## src/rtl/npc_bpred_pkg.sv

```systemverilog
// Shared encodings for the next-PC / branch predictor unit.
package npc_pkg;

  typedef enum logic [1:0] {
    KIND_NONE = 2'd0,
    KIND_COND = 2'd1,
    KIND_JUMP = 2'd2,
    KIND_JR   = 2'd3
  } res_kind_e;

  localparam logic [1:0] CTR_SNT = 2'd0;
  localparam logic [1:0] CTR_WNT = 2'd1;
  localparam logic [1:0] CTR_WT  = 2'd2;
  localparam logic [1:0] CTR_ST  = 2'd3;

endpackage

```

## src/rtl/npc_bpred_if.sv

```systemverilog
// Fetch, resolution and statistics signals between the pipeline and npc_bpred.
// Handshake: res_valid qualifies the res_* fields for one cycle; there is no ready,
// the unit consumes a resolution only in a cycle where pcen = 1.
interface npc_bpred_if #(
  parameter int AW = 32,
  parameter int CW = 16
);
  logic          pcen;
  logic [AW-1:0] pc;
  logic          pred_taken;
  logic [AW-1:0] pred_npc;
  logic          res_valid;
  logic [1:0]    res_kind;
  logic [AW-1:0] res_pc;
  logic          res_taken;
  logic [AW-1:0] res_target;
  logic [AW-1:0] res_pred_npc;
  logic          pcclear;
  logic [AW-1:0] redirect_pc;
  logic          stat_clr;
  logic [CW-1:0] uncondsum;
  logic [CW-1:0] condsum;
  logic [CW-1:0] condsuccsum;
  logic [CW-1:0] mispredsum;

  modport master (
    output pcen, res_valid, res_kind, res_pc, res_taken, res_target, res_pred_npc, stat_clr,
    input  pc, pred_taken, pred_npc, pcclear, redirect_pc,
           uncondsum, condsum, condsuccsum, mispredsum
  );

  modport slave (
    input  pcen, res_valid, res_kind, res_pc, res_taken, res_target, res_pred_npc, stat_clr,
    output pc, pred_taken, pred_npc, pcclear, redirect_pc,
           uncondsum, condsum, condsuccsum, mispredsum
  );
endinterface

```

## src/rtl/npc_bpred_sat_counter.sv

```systemverilog
// Up-counter that sticks at all-ones; clr wins over a same-cycle increment.
module sat_counter #(
  parameter int W = 16
) (
  input  logic         clk,
  input  logic         rst_n,
  input  logic         clr,
  input  logic         inc,
  output logic [W-1:0] q
);

  always_ff @(posedge clk) begin
    if (!rst_n) begin
      q <= '0;
    end else if (clr) begin
      q <= '0;
    end else if (inc && (q != {W{1'b1}})) begin
      q <= q + W'(1);
    end
  end

endmodule

```

## src/rtl/npc_bpred.sv

```systemverilog
// Fetch PC register with a direct-mapped BTB predictor, EX-side resolution/redirect
// and saturating branch statistics.
module npc_bpred
  import npc_pkg::*;
#(
  parameter int          AW       = 32,
  parameter int          ENTRIES  = 16,
  parameter int          CW       = 16,
  parameter logic [31:0] RESET_PC = 32'h0000_3000
) (
  input logic        clk,
  input logic        rst_n,
  npc_bpred_if.slave bus
);

  localparam int IW = $clog2(ENTRIES);
  localparam int TW = AW - IW - 2;

  logic [ENTRIES-1:0] valid_q;
  logic [TW-1:0]      tag_q    [ENTRIES];
  logic [AW-1:0]      target_q [ENTRIES];
  logic [1:0]         ctr_q    [ENTRIES];
  logic [AW-1:0]      pc_q;

  logic [IW-1:0] look_idx, res_idx;
  logic          look_hit, res_hit, act_taken, upd;
  logic [AW-1:0] act_npc;
  logic [1:0]    res_ctr;

  // Lookup for the current fetch PC
  assign look_idx       = pc_q[IW+1:2];
  assign look_hit       = valid_q[look_idx] && (tag_q[look_idx] == pc_q[AW-1:IW+2]);
  assign bus.pc         = pc_q;
  assign bus.pred_taken = look_hit && ctr_q[look_idx][1];
  assign bus.pred_npc   = bus.pred_taken ? target_q[look_idx] : pc_q + AW'(4);

  // Resolution of the instruction sitting in EX
  assign res_idx   = bus.res_pc[IW+1:2];
  assign res_hit   = valid_q[res_idx] && (tag_q[res_idx] == bus.res_pc[AW-1:IW+2]);
  assign res_ctr   = ctr_q[res_idx];
  assign act_taken = bus.res_kind[1] || ((bus.res_kind == KIND_COND) && bus.res_taken);
  assign act_npc   = act_taken ? bus.res_target : bus.res_pc + AW'(4);

  assign bus.pcclear     = bus.res_valid && (act_npc != bus.res_pred_npc);
  assign bus.redirect_pc = act_npc;
  assign upd             = bus.res_valid && bus.pcen;

  always_ff @(posedge clk) begin
    if (!rst_n) begin
      pc_q    <= RESET_PC[AW-1:0];
      valid_q <= '0;
      for (int i = 0; i < ENTRIES; i++) ctr_q[i] <= CTR_WNT;
    end else if (bus.pcen) begin
      pc_q <= bus.pcclear ? bus.redirect_pc : bus.pred_npc;
      if (bus.res_valid) begin
        case (bus.res_kind)
          KIND_COND: begin
            if (res_hit) begin
              if (bus.res_taken) begin
                target_q[res_idx] <= bus.res_target;
                if (res_ctr != CTR_ST) ctr_q[res_idx] <= res_ctr + 2'd1;
              end else if (res_ctr != CTR_SNT) begin
                ctr_q[res_idx] <= res_ctr - 2'd1;
              end
            end else begin
              valid_q[res_idx]  <= 1'b1;
              tag_q[res_idx]    <= bus.res_pc[AW-1:IW+2];
              target_q[res_idx] <= bus.res_target;
              ctr_q[res_idx]    <= bus.res_taken ? CTR_WT : CTR_WNT;
            end
          end
          KIND_JUMP, KIND_JR: begin
            valid_q[res_idx]  <= 1'b1;
            tag_q[res_idx]    <= bus.res_pc[AW-1:IW+2];
            target_q[res_idx] <= bus.res_target;
            ctr_q[res_idx]    <= CTR_ST;
          end
          default: begin
            // A non-branch that hits means the entry aliased; drop it.
            if (res_hit) valid_q[res_idx] <= 1'b0;
          end
        endcase
      end
    end
  end

  sat_counter #(.W(CW)) u_uncond (
    .clk(clk), .rst_n(rst_n), .clr(bus.stat_clr),
    .inc(upd && bus.res_kind[1]), .q(bus.uncondsum)
  );

  sat_counter #(.W(CW)) u_cond (
    .clk(clk), .rst_n(rst_n), .clr(bus.stat_clr),
    .inc(upd && (bus.res_kind == KIND_COND)), .q(bus.condsum)
  );

  sat_counter #(.W(CW)) u_condsucc (
    .clk(clk), .rst_n(rst_n), .clr(bus.stat_clr),
    .inc(upd && (bus.res_kind == KIND_COND) && bus.res_taken), .q(bus.condsuccsum)
  );

  sat_counter #(.W(CW)) u_mispred (
    .clk(clk), .rst_n(rst_n), .clr(bus.stat_clr),
    .inc(upd && bus.pcclear), .q(bus.mispredsum)
  );

endmodule

```

## src/flat_wrapper.sv

```systemverilog
// flat-port wrapper written by rule: the top's interface ports become plain ports
module npc_bpred_flat import npc_pkg::*;
#(
  parameter int          AW       = 32,
  parameter int          ENTRIES  = 16,
  parameter int          CW       = 16,
  parameter logic [31:0] RESET_PC = 32'h0000_3000
)
  (clk, rst_n, bus_pcen, bus_res_valid, bus_res_kind, bus_res_pc, bus_res_taken, bus_res_target, bus_res_pred_npc, bus_stat_clr, bus_pc, bus_pred_taken, bus_pred_npc, bus_pcclear, bus_redirect_pc, bus_uncondsum, bus_condsum, bus_condsuccsum, bus_mispredsum);
  npc_bpred_if #(.AW(AW), .CW(CW)) bus_i ();
  input logic clk;
  input logic rst_n;
  input wire logic [$bits(bus_i.pcen)-1:0] bus_pcen;
  input wire logic [$bits(bus_i.res_valid)-1:0] bus_res_valid;
  input wire logic [$bits(bus_i.res_kind)-1:0] bus_res_kind;
  input wire logic [$bits(bus_i.res_pc)-1:0] bus_res_pc;
  input wire logic [$bits(bus_i.res_taken)-1:0] bus_res_taken;
  input wire logic [$bits(bus_i.res_target)-1:0] bus_res_target;
  input wire logic [$bits(bus_i.res_pred_npc)-1:0] bus_res_pred_npc;
  input wire logic [$bits(bus_i.stat_clr)-1:0] bus_stat_clr;
  output wire logic [$bits(bus_i.pc)-1:0] bus_pc;
  output wire logic [$bits(bus_i.pred_taken)-1:0] bus_pred_taken;
  output wire logic [$bits(bus_i.pred_npc)-1:0] bus_pred_npc;
  output wire logic [$bits(bus_i.pcclear)-1:0] bus_pcclear;
  output wire logic [$bits(bus_i.redirect_pc)-1:0] bus_redirect_pc;
  output wire logic [$bits(bus_i.uncondsum)-1:0] bus_uncondsum;
  output wire logic [$bits(bus_i.condsum)-1:0] bus_condsum;
  output wire logic [$bits(bus_i.condsuccsum)-1:0] bus_condsuccsum;
  output wire logic [$bits(bus_i.mispredsum)-1:0] bus_mispredsum;
  assign bus_i.pcen = bus_pcen;
  assign bus_i.res_valid = bus_res_valid;
  assign bus_i.res_kind = bus_res_kind;
  assign bus_i.res_pc = bus_res_pc;
  assign bus_i.res_taken = bus_res_taken;
  assign bus_i.res_target = bus_res_target;
  assign bus_i.res_pred_npc = bus_res_pred_npc;
  assign bus_i.stat_clr = bus_stat_clr;
  assign bus_pc = bus_i.pc;
  assign bus_pred_taken = bus_i.pred_taken;
  assign bus_pred_npc = bus_i.pred_npc;
  assign bus_pcclear = bus_i.pcclear;
  assign bus_redirect_pc = bus_i.redirect_pc;
  assign bus_uncondsum = bus_i.uncondsum;
  assign bus_condsum = bus_i.condsum;
  assign bus_condsuccsum = bus_i.condsuccsum;
  assign bus_mispredsum = bus_i.mispredsum;
  npc_bpred #(.AW(AW), .ENTRIES(ENTRIES), .CW(CW), .RESET_PC(RESET_PC)) u_core (.clk(clk), .rst_n(rst_n), .bus(bus_i));
endmodule
```

## config.mk

```make
export PLATFORM = sky130hd
export DESIGN_NAME = npc_bpred_flat
export DESIGN_NICKNAME = d
export VERILOG_FILES = /design/src/rtl/npc_bpred_pkg.sv /design/src/rtl/npc_bpred_if.sv /design/src/rtl/npc_bpred_sat_counter.sv /design/src/rtl/npc_bpred.sv /design/src/flat_wrapper.sv
export SDC_FILE = /design/constraint.sdc
export NUM_CORES = 1
export LEC_CHECK = 0
export CELL_PAD_IN_SITES_DETAIL_PLACEMENT = 0
export CELL_PAD_IN_SITES_GLOBAL_PLACEMENT = 1
export CORE_MARGIN = 5
export CORE_UTILIZATION = 30
export CTS_CLUSTER_SIZE = 20
export DETAILED_ROUTE_END_ITERATION = 8
export HOLD_SLACK_MARGIN = 0.06
export PLACE_DENSITY = 0.51
export RECOVER_POWER = 100
export SLEW_MARGIN = 15
export SYNTH_ARGS = -nofsm -noshare
export SYNTH_HDL_FRONTEND = slang
export SYNTH_SLANG_ARGS = --single-unit
```

## constraint.sdc

```tcl
create_clock -name clk -period 6.8 [get_ports clk]
set_input_delay 0.68 -clock clk [delete_from_list [all_inputs] [get_ports clk]]
set_output_delay 0.68 -clock clk [all_outputs]
set_load 0.02 [all_outputs]
```

# Yosys cells after proc, flatten, opt, wreduce, memory -nomap -nowiden
# Memories as Yosys holds them, arrays and structs flattened. A register that Yosys moved wholly into a read port is not among the register bits.
# Cells that the tools add are included.
# classes
magnitude_cmp,3
reduce_logical,22
mux,63
n_addsub,8
eq_ne,12
bitwise,10
# op_table
op,count
$mux W32,5
$add A16 B1 Y16 const B,4
$add A32 B3 Y32 const B,2
$ne A16 B16 Y1 const B,4
$eq A26 B26 Y1,2
$mux W1,39
$mux W16,2
$ne A32 B32 Y1,1
$pmux W16 S2,1
$mux W4,7
$mux W26,1
$and A16 B16 Y16,1
$not A16 Y16,1
$or A16 B16 Y16,1
$logic_and A1 B1 Y1,15
$lt A4 B5 Y1 const B,2
$mux W2,5
$bmux W1 S4,2
$or A1 B1 Y1,6
$reduce_or A2 Y1,3
$demux W1 S4,1
$eq A2 B2 Y1 const B,2
$ge A4 B1 Y1 const B,1
$ne A2 B2 Y1 const B,2
other kinds (8),8
# word_totals
word_cells,127
n_memories,3
ff_bits,112
mem_bits_rw,960
output_inout_bits,162
in_bits,104
# mem_list
memory,words,word_bits,rd,rd_ports_with_merged_regs,write_ports,line,source
u_core.target_q,16,32,1,1,1,npc_bpred.sv:21,logic [AW-1:0] target_q [ENTRIES];
u_core.tag_q,16,26,2,1,1,npc_bpred.sv:20,logic [TW-1:0] tag_q [ENTRIES];
u_core.ctr_q,16,2,2,1,16,npc_bpred.sv:22,logic [1:0] ctr_q [ENTRIES];

# Depth between registers and ports, before layout
# Gate-level depths: netlist of the first run.
# An unclocked memory read counts as a cell.
# depth
word_depth,15
depth_mapped,17
ltp_nobuf,11

# By module
# From an unflattened synthesis of the first run, not the netlist that was laid out.
# hier_totals
cells_unflattened,3075
area_unflattened_um2,50166.9
# modules_own_cells
module,area_each_um2,seq_area_each_um2,cells_each,instances
npc_bpred,46708.5,29868.6,2711,1
sat_counter,864.6,320.3,91,4

# Least setup slack after synthesis of the first run
# OpenSTA, ideal clock, no wires.
# synth_path
path_type,input to register
from,input bus_res_pc[3]
to,memory u_core.target_q[5][0] (enable)
required_ns,6.379
path_stages,14
n_path_buf,4
setup_time_ns,0.421
arrival_time_ns,4.747
setup_slack_ns,1.632
cell_sequence,buf_2 > clkbuf_1 > clkbuf_1 > mux4_2 > mux4_2 > xnor2_1 > nand4_1 > nor3_1 > a21oi_1 > nor2_1 > nand2_1 > nand2_1 > buf_4 > nor2_1
# synth_via
elab_chain_cells,11
word_cells_on_any_way,19
cone_classes,eq/ne: 1; mux: 14; bitwise: 2; reduce/logical: 1; memory: 1
# synth_rtl
element,line,source
from (decl),flat_wrapper.sv:16,input wire logic [$bits(bus_i.res_pc)-1:0] bus_res_pc;
$mem_v2 Z16 W26 or $bmux W1 S4 (tied branches),n/a,
$eq A26 B26 Y1 or $mux W1 (tied branches),npc_bpred.sv:39,assign res_hit = valid_q[res_idx] && (tag_q[res_idx] == bus.res_pc[AW-1:IW+2]);
$logic_and A1 B1 Y1,npc_bpred.sv:39,
$mux W1,npc_bpred.sv:58,if (res_hit) begin
$mux W1,npc_bpred.sv:56,case (bus.res_kind)
$mux W1,npc_bpred.sv:55,if (bus.res_valid) begin
$mux W1,npc_bpred.sv:53,end else if (bus.pcen) begin
$mux W1,npc_bpred.sv:49,if (!rst_n) begin
$mux W1 (on tied branches),"npc_bpred.sv:60, npc_bpred.sv:68",
$or A1 B1 Y1 (no line) (2 in a row),n/a,
to (decl),npc_bpred.sv:21,
# Several ways; a longest one is shown, not always the timed one. The select of a mux whose other input is x is not followed.

# Worst setup path after layout of the first run
# layout_path
from,input bus_res_pc[2]
to,memory u_core.tag_q[5][7] in the netlist's numbering (enable)
# layout_via
elab_chain_cells,10
word_cells_on_any_way,12
cone_classes,eq/ne: 1; mux: 8; bitwise: 1; reduce/logical: 1; memory: 1
# layout_rtl
element,line,source
$mem_v2 Z16 W26 or $bmux W1 S4 (tied branches),n/a,
$eq A26 B26 Y1 or $mux W1 (tied branches),npc_bpred.sv:39,
$logic_and A1 B1 Y1,npc_bpred.sv:39,
$mux W1,npc_bpred.sv:58,
$mux W1,npc_bpred.sv:56,
$mux W1,npc_bpred.sv:55,
$mux W1,npc_bpred.sv:53,
$mux W1,npc_bpred.sv:49,
$mux W1 (implied by the code),npc_bpred.sv:67,tag_q[res_idx] <= bus.res_pc[AW-1:IW+2];
$or A1 B1 Y1 (no line),n/a,
to (decl),npc_bpred.sv:20,
# Several ways; a longest one is shown, not always the timed one. The select of a mux whose other input is x is not followed.

==> results of run 1 <==
synth_stat cells (8+ instances only):
cell and number:
xnor2_1 103, buf_6 9, buf_1 20, nand3_1 88
a21oi_1 75, and3_1 24, nor2_1 146, nand2_1 166
inv_1 40, a221o_1 8, xor2_1 67, o31ai_1 17
mux2_2 35, nand2b_1 8, or2_1 10, a211oi_1 8
edfxtp_1 960, nor4_1 20, or3_1 13, nor3_1 24
dfxtp_1 116, and2_1 17, buf_2 54, ha_1 9
mux4_2 410, nor2b_1 12, a31oi_1 13, o211ai_1 12
buf_4 22, or2_2 11, o22ai_1 9, nand4_1 37
or4_1 18, o21ai_0 80, clkbuf_1 91, nand3b_1 9
mux2i_1 76, o21ai_1 14
area by class of cell:
type	count	area, um^2	share of cell area, %
flip-flops and latches	1076	31160	52.56
multi-input cells	1645	17270	29.13
repair buffers	408	3715	6.266
clock buffers	150	3168	5.343
well taps	2189	2739	4.620
clock inverters	72	1054	1.777
inverters	42	160.2	0.2701
diodes	9	22.52	0.03799
state kept, by name, indices dropped and copies added (netlist names), named ones only:
signal,flops
u_core.bus.pc,32
u_core.ctr_q,32
u_core.tag_q,416
u_core.target_q,512
u_core.u_cond.q,16
u_core.u_condsucc.q,16
u_core.u_mispred.q,16
u_core.u_uncond.q,16
logic make-up (layout without fill, tap and decap cells):
group                    count (synthesis)  after routing  synth area share (%)
AO/OA/AOI/OAI                          303            303                 3.920
XOR/XNOR                               170            170                 3.008
adder cells (fa/ha/maj)                  9              9                0.2275
buffers and inverters                  244            672                 2.396
flip-flops                            1076           1076                 62.92
multiplexers                           521            521                 20.99
other                                    0              9                     0
AND/OR/NAND/NOR                        642            642                 6.541
routing by layer:
metal	global-route usage, %	routed length [um]	part of all wire [%]	vias to the layer above
li1	-	-	-	12690
met1	25.88	71830	40	16160
met2	35.03	90780	50	1227
met3	2.858	9742	5.4	281
met4	8.412	8170	4.5	0
met5	0	0	0	-
critical path, cell delays in order:
cell and delay (ps):
clkbuf_8 490, clkbuf_1 540, mux4_2 590, mux4_2 490, xnor2_1 140, nand4_1 360
nor4_1 140, clkbuf_1 180, a21oi_1 440, o21ai_4 60, clkbuf_2 520, nor2_2 1420
clkbuf_2 750
per-stage QoR:
stage               hold WS, ps  cells  setup slack [ps]  util, %  area, um^2
floorplan                 479.1   2965              1632        -       49510
global placement          477.1   5360             921.7    33.89       55730
detailed placement        498.2   5360             909.3    33.89       55730
CTS                       345.7   5582             150.0    36.46       59950
global route              409.4   5590             15.61    36.06       59290
finish                    396.2   5591             250.2    36.06       59290
where the power goes:
group | internal, mW | switching [mW] | total [mW]
logic | 0.665 | 0.953 | 1.62
registers | 7.25 | 0.109 | 7.36
clock network | 4.11 | 2.81 | 6.93
worst max path at each step:
stage / from / to / slack (ps)
after floorplan: bus_res_pc[3] / u_core.target_q[5][0]$_DFFE_PP_ / 1630
final: bus_res_pc[2] / u_core.tag_q[5][7]$_DFFE_PP_ / 250
after global placement: bus_res_pc[6] / flop / 920
after CTS: flop / bus_pred_npc[0] / 150
after detailed placement: bus_res_pc[6] / flop / 910
after global routing: flop / bus_pred_npc[1] / 20
==> results.py, run 1 <==
metrics = {
    "placed_design": {
        "port_buffers": 265,
        "place_congestion": 0.9202,
        "hpwl_mm": 121.6,
    },
    "synthesis": {
        "avgSynthCellArea_um2": 16.70,
        "synth_area_leaders": "edfxtp_1 58%, mux4_2 19%, dfxtp_1 4.7%",
        "ys.flop_type": "edfxtp_1",
        "synth_edf_count": 960,
        "yosysUniqueCellTypes": 86,
        "ys_ff_latch": 1076,
        "syn_nets": 3078,
        "synth_top_cell_by_area": "edfxtp_1",
        "syn_inst": 2965,
        "synth.top_cell.area_share_pct": 58.23,
        "async_flop_share_pct": 0,
        "yosysWarnings": 0,
        "synth_seq_area_share_pct": 62.92,
        "syn_area_um2": 49500,
    },
    "final_layout": {
        "drive_gt1_share_pct": 22.25,
        "most-common-layout-cells": "960 x edfxtp_1, 410 x mux4_2, 178 x dlygate4sd3_1, 166 x nand2_1, 129 x nor2_1",
        "area_growth_pct": 19.76,
        "final_common_cell": "edfxtp_1",
        "nFillCells": 15520,
        "fin_nets": 3407,
    },
    "sta": {
        "fmax_mhz": 152.7,
        "post-route-period-util_pct": 96.32,
        "tightestPinTransition_ps": 2378,
        "max_slew_margin_pct": -59.13,
        "final.setup.tns_ps": 0,
        "hold_violations": 0,
        "finalSetupViolCount": 0,
        "final_max_slew_viol_count": 415,
        "rsz0062_at_grt": "false",
        "clock-skew-final_ps": 85.85,
        "layout_min_cycle_time_ps": 6550,
    },
    "die": {
        "pin_count": 266,
        "die_y_um": 416.2,
        "coreArea_um2": 164400,
        "dieArea_um2": 173200,
        "row_count": 149,
        "die_width_um": 416.2,
        "initial_utilization_pct": 30.11,
    },
    "clocking": {
        "clock_sinks": 1076,
        "cts_buffer_depth": 3,
        "h-tree-depth": 3,
        "cts.repair.resized": 0,
        "root_buffer": "clkbuf_16",
        "post_cts_buffers": 0,
        "clkLatencyLatePin_ps": 790,
        "cts_buffers": 121,
        "postCtsHoldBufs": 0,
        "clk_pin_slew_ps": 60,
        "cts_tree": "built",
    },
    "critical_path": {
        "start_kind": "input port",
        "ff2ff_path_depth": 11,
        "worstSetupPathType": "in2reg",
        "r2r_slack_ps": 910,
        "reg2reg_from": "u_core.tag_q[4][25]$_DFFE_PP_",
        "crit_path_end_kind": "flop",
        "worstPathRequired_ps": 7160,
        "cp_max_fo": 42,
        "cp.arrival_ps": 6910,
        "reg2reg_to": "u_core.tag_q[5][7]$_DFFE_PP_",
    },
    "routing": {
        "first_iter_violations": 3057,
        "wl_per_cell_um": 32.29,
        "viasPerCell": 5.428,
        "firstDrtPassIters": 5,
        "ant_nets": 0,
        "vias": 30350,
        "drc_errors": 0,
        "routed_wl_mm": 180.5,
    },
    "global_route": {
        "grt_overflow_total": 0,
        "grt_max_degree": 79,
        "grt_usage_pct": 20.38,
        "antenna_found_initial": 30,
        "grt_pass1_wl_mm": 251.0,
        "grt_pass1_vias": 31400,
    },
    "pwr": {
        "max-vdd-ir-drop_uv": 229.7,
        "total_power_mw": 15.91,
        "power_per_cell_area_nw_per_um2": 268.3,
        "leakage_nw": 18.63,
    },
    "worst_hold_path": {
        "hold_path_class": "in2reg",
        "hold_depth": 2,
        "hp-start": "bus_pcen",
    },
    "job": {
        "cap_violations": 23,
    },
    "outcome": {
        "violations": "capacitance limit, slew limit",
        "run_status": "finished with violations",
    },
}
Note: power is estimated with default switching activity, not from simulation.
==> inputs of run 2 (changes only) <==
- CORE_UTILIZATION: 30 -> 36
- PLACE_DENSITY: 0.51 -> 0.59
==> run 2 against run 1 <==
Net effect:
- the run still ends with capacitance limit, slew limit left
- via count grew 0.58%
- power is 3.0% lower
- sequential power about the same
- worst setup slack improved by 44 ps
- die area down 16%
- critical path type is now in2out
- largest cell class unchanged
- largest power group unchanged
==> results.py, run 2 (same netlist as run 1, synthesis figures left out) <==
metrics = {
    "outcome": {
        "run_status": "finished with violations",
        "violations": "capacitance limit, slew limit",
    },
    "routing": {
        "firstDrtPassIters": 5,
        "first_iter_violations": 3279,
        "routed_wl_mm": 169.3,
        "ant_nets": 0,
        "drc_errors": 0,
        "viasPerCell": 5.902,
        "vias": 30530,
        "wl_per_cell_um": 32.73,
    },
    "pwr": {
        "power_per_cell_area_nw_per_um2": 264.4,
        "clockPowerShare_pct": 41.9,
        "p_int_mw": 11.68,
        "swShare_pct": 24.28,
        "p_comb_share_pct": 10.5,
        "max-vdd-ir-drop_uv": 198.8,
        "switchingPower_mw": 3.746,
        "total_power_mw": 15.43,
        "leakage_nw": 18.50,
        "p_seq_share_pct": 47.6,
    },
    "placed_design": {
        "dpl_cell_area_um2": 55080,
        "port_buffers": 265,
        "place_congestion": 0.8908,
        "hpwl_mm": 112.6,
        "placedCellCount": 4960,
        "dp_slack_ps": 949.6,
    },
    "critical_path": {
        "slowest_delay_ps": 1080,
        "path_buf_inv": 3,
        "ff2ff_path_depth": 11,
        "reg2reg_from": "u_core.tag_q[11][21]$_DFFE_PP_",
        "r2r_slack_ps": 1810,
        "crit_path_end_kind": "output port",
        "critPathTopFamily": "buffers and inverters",
        "path_depth": 11,
        "worstSetupPathType": "in2out",
        "worstPathRequired_ps": 6120,
        "critPathSlowestCell": "clkbuf_1",
        "path_cells": "dlygate4sd3_1 > clkbuf_1 > and3_1 > nand3_1 > nor3_2 > mux2i_1 > a2111oi_0 > nand3_1 > o31ai_1 > a31oi_4 > clkdlybuf4s50_1",
        "start_kind": "input port",
        "cp_max_fo": 23,
        "cpMostUsedCell": "nand3_1",
        "cp.arrival_ps": 5830,
        "worstSetupStartpoint": "bus_res_pc[16]",
        "endpoint": "bus_pcclear",
        "reg2reg_to": "u_core.tag_q[13][2]$_DFFE_PP_",
    },
    "final_layout": {
        "final_common_cell": "edfxtp_1",
        "register_area_um2": 31160,
        "top_register": "u_core.target_q",
        "post-route-util_pct": 42.56,
        "most-common-layout-cells": "960 x edfxtp_1, 410 x mux4_2, 211 x dlygate4sd3_1, 166 x nand2_1, 134 x nor2_1",
        "largest_register_ffs": 512,
        "stdcell_count": 5172,
        "drive_gt1_share_pct": 22.84,
        "nFillCells": 12180,
        "fin_nets": 3398,
        "reg_top3": "u_core.target_q x512, u_core.tag_q x416",
        "design_area_um2": 58370,
        "area_growth_pct": 17.91,
        "multi_input_area_um2": 17270,
    },
    "die": {
        "dieArea_um2": 145000,
        "initial_utilization_pct": 36.10,
        "coreArea_um2": 137200,
        "pin_count": 266,
        "row_count": 136,
        "die_y_um": 380.8,
        "die_width_um": 380.8,
    },
    "sta": {
        "setup_slack_ps": 294.2,
        "final.setup.tns_ps": 0,
        "final_max_slew_viol_count": 70,
        "rsz0062_at_grt": "false",
        "tightestPinTransition_ps": 1729,
        "finalSetupViolCount": 0,
        "max_slew_margin_pct": -15.28,
        "fmax_mhz": 153.7,
        "layout_min_cycle_time_ps": 6506,
        "clock-skew-final_ps": 34.83,
        "post-route-period-util_pct": 95.67,
        "whs_ps": 502.7,
        "hold_violations": 0,
    },
    "clocking": {
        "clkLatencyLatePin_ps": 750,
        "cts_buffers": 116,
        "clk_pin_slew_ps": 60,
        "cts_tree": "built",
        "postCtsHoldBufs": 0,
        "post_cts_buffers": 0,
        "clock_sinks": 1076,
        "cts.repair.resized": 0,
        "h-tree-depth": 3,
        "root_buffer": "clkbuf_16",
        "cts_buffer_depth": 3,
    },
    "global_route": {
        "grt_pass1_vias": 30870,
        "grt_usage_pct": 22.82,
        "grt_overflow_total": 0,
        "grt_pass1_wl_mm": 236.1,
        "grt_max_degree": 129,
        "antenna_found_initial": 24,
    },
    "worst_hold_path": {
        "hold_path_class": "reg2reg",
    },
    "job": {
        "cap_violations": 2,
    },
}
==> run 2: changes by cell type in the layout (fill, tap and decap cells not counted), moves of 5 or more <==
| cell | change |
|---|---|
| buf_12 | -6 |
| buf_2 | +8 |
| buf_4 | +5 |
| bufinv_16 | -5 |
| clkbuf_1 | -19 |
| clkbuf_2 | -17 |
| clkbuf_4 | +12 |
| clkdlybuf4s50_1 | -32 |
| clkinv_16 | -5 |
| dlygate4sd3_1 | +33 |
| mux2_1 | -22 |
| mux2_2 | +22 |
| nor2_1 | +5 |
| nor2_2 | -7 |
==> run 2: final cells by class <==
type | count | area share (%)
Multi-Input combinational cell | 1645 | 29.58
Clock inverter | 73 | 1.477
Tap cell | 1794 | 3.846
Sequential cell | 1076 | 53.39
Clock buffer | 132 | 5.149
Antenna cell | 6 | 0.02572
Timing Repair Buffer | 404 | 6.259
Inverter | 42 | 0.2744
==> run 2: how the worst min path moves through the flow <==
stage | cells after the start | start | slack [ps] | to
after floorplan | 2 | flop | 480 | flop
after global placement | 2 | u_core.u_mispred.q[8]$_SDFFE_PP0P_ | 480 | u_core.u_mispred.q[8]$_SDFFE_PP0P_
after detailed placement | 2 | u_core.u_condsucc.q[1]$_SDFFE_PP0P_ | 500 | u_core.u_condsucc.q[1]$_SDFFE_PP0P_
after CTS | 3 | rst_n | 450 | u_core.bus.pc[23]$_SDFFE_PN0P_
after global routing | 2 | u_core.u_mispred.q[8]$_SDFFE_PP0P_ | 530 | u_core.u_mispred.q[8]$_SDFFE_PP0P_
final | 2 | u_core.u_condsucc.q[1]$_SDFFE_PP0P_ | 500 | u_core.u_condsucc.q[1]$_SDFFE_PP0P_
==> run 2: power by group through the flow <==
stage | sequential, mW | clock (mW) | combinational, mW
2_1_floorplan | 7.43 | 0 | 0.949
3_3_place_gp | 7.48 | 0 | 1.64
3_5_place_dp | 7.49 | 0 | 1.65
4_1_cts | 7.35 | 6.60 | 1.66
5_1_grt | 7.35 | 6.88 | 1.70
6_report | 7.35 | 6.47 | 1.62
==> run 2: worst register-to-register path: stages (launching register included) <==
cell	delay [ps]
edfxtp_1	390
mux4_2	490
mux4_2	500
xnor2_1	410
nand4_1	400
nor4_1	580
clkbuf_1	300
a21oi_1	200
o21ai_0	330
buf_12	250
nor2_4	200
clkbuf_2	530
==> run 2: per-layer routing <==
metal  track usage (%)  vias up  part of all wire (%)
met3             5.204      234                   9.1
met4             7.887        4                   3.5
li1                  -    12660                     -
met5                 0        -                 0.016
met1             31.27    16130                    41
met2             36.06     1500                    46
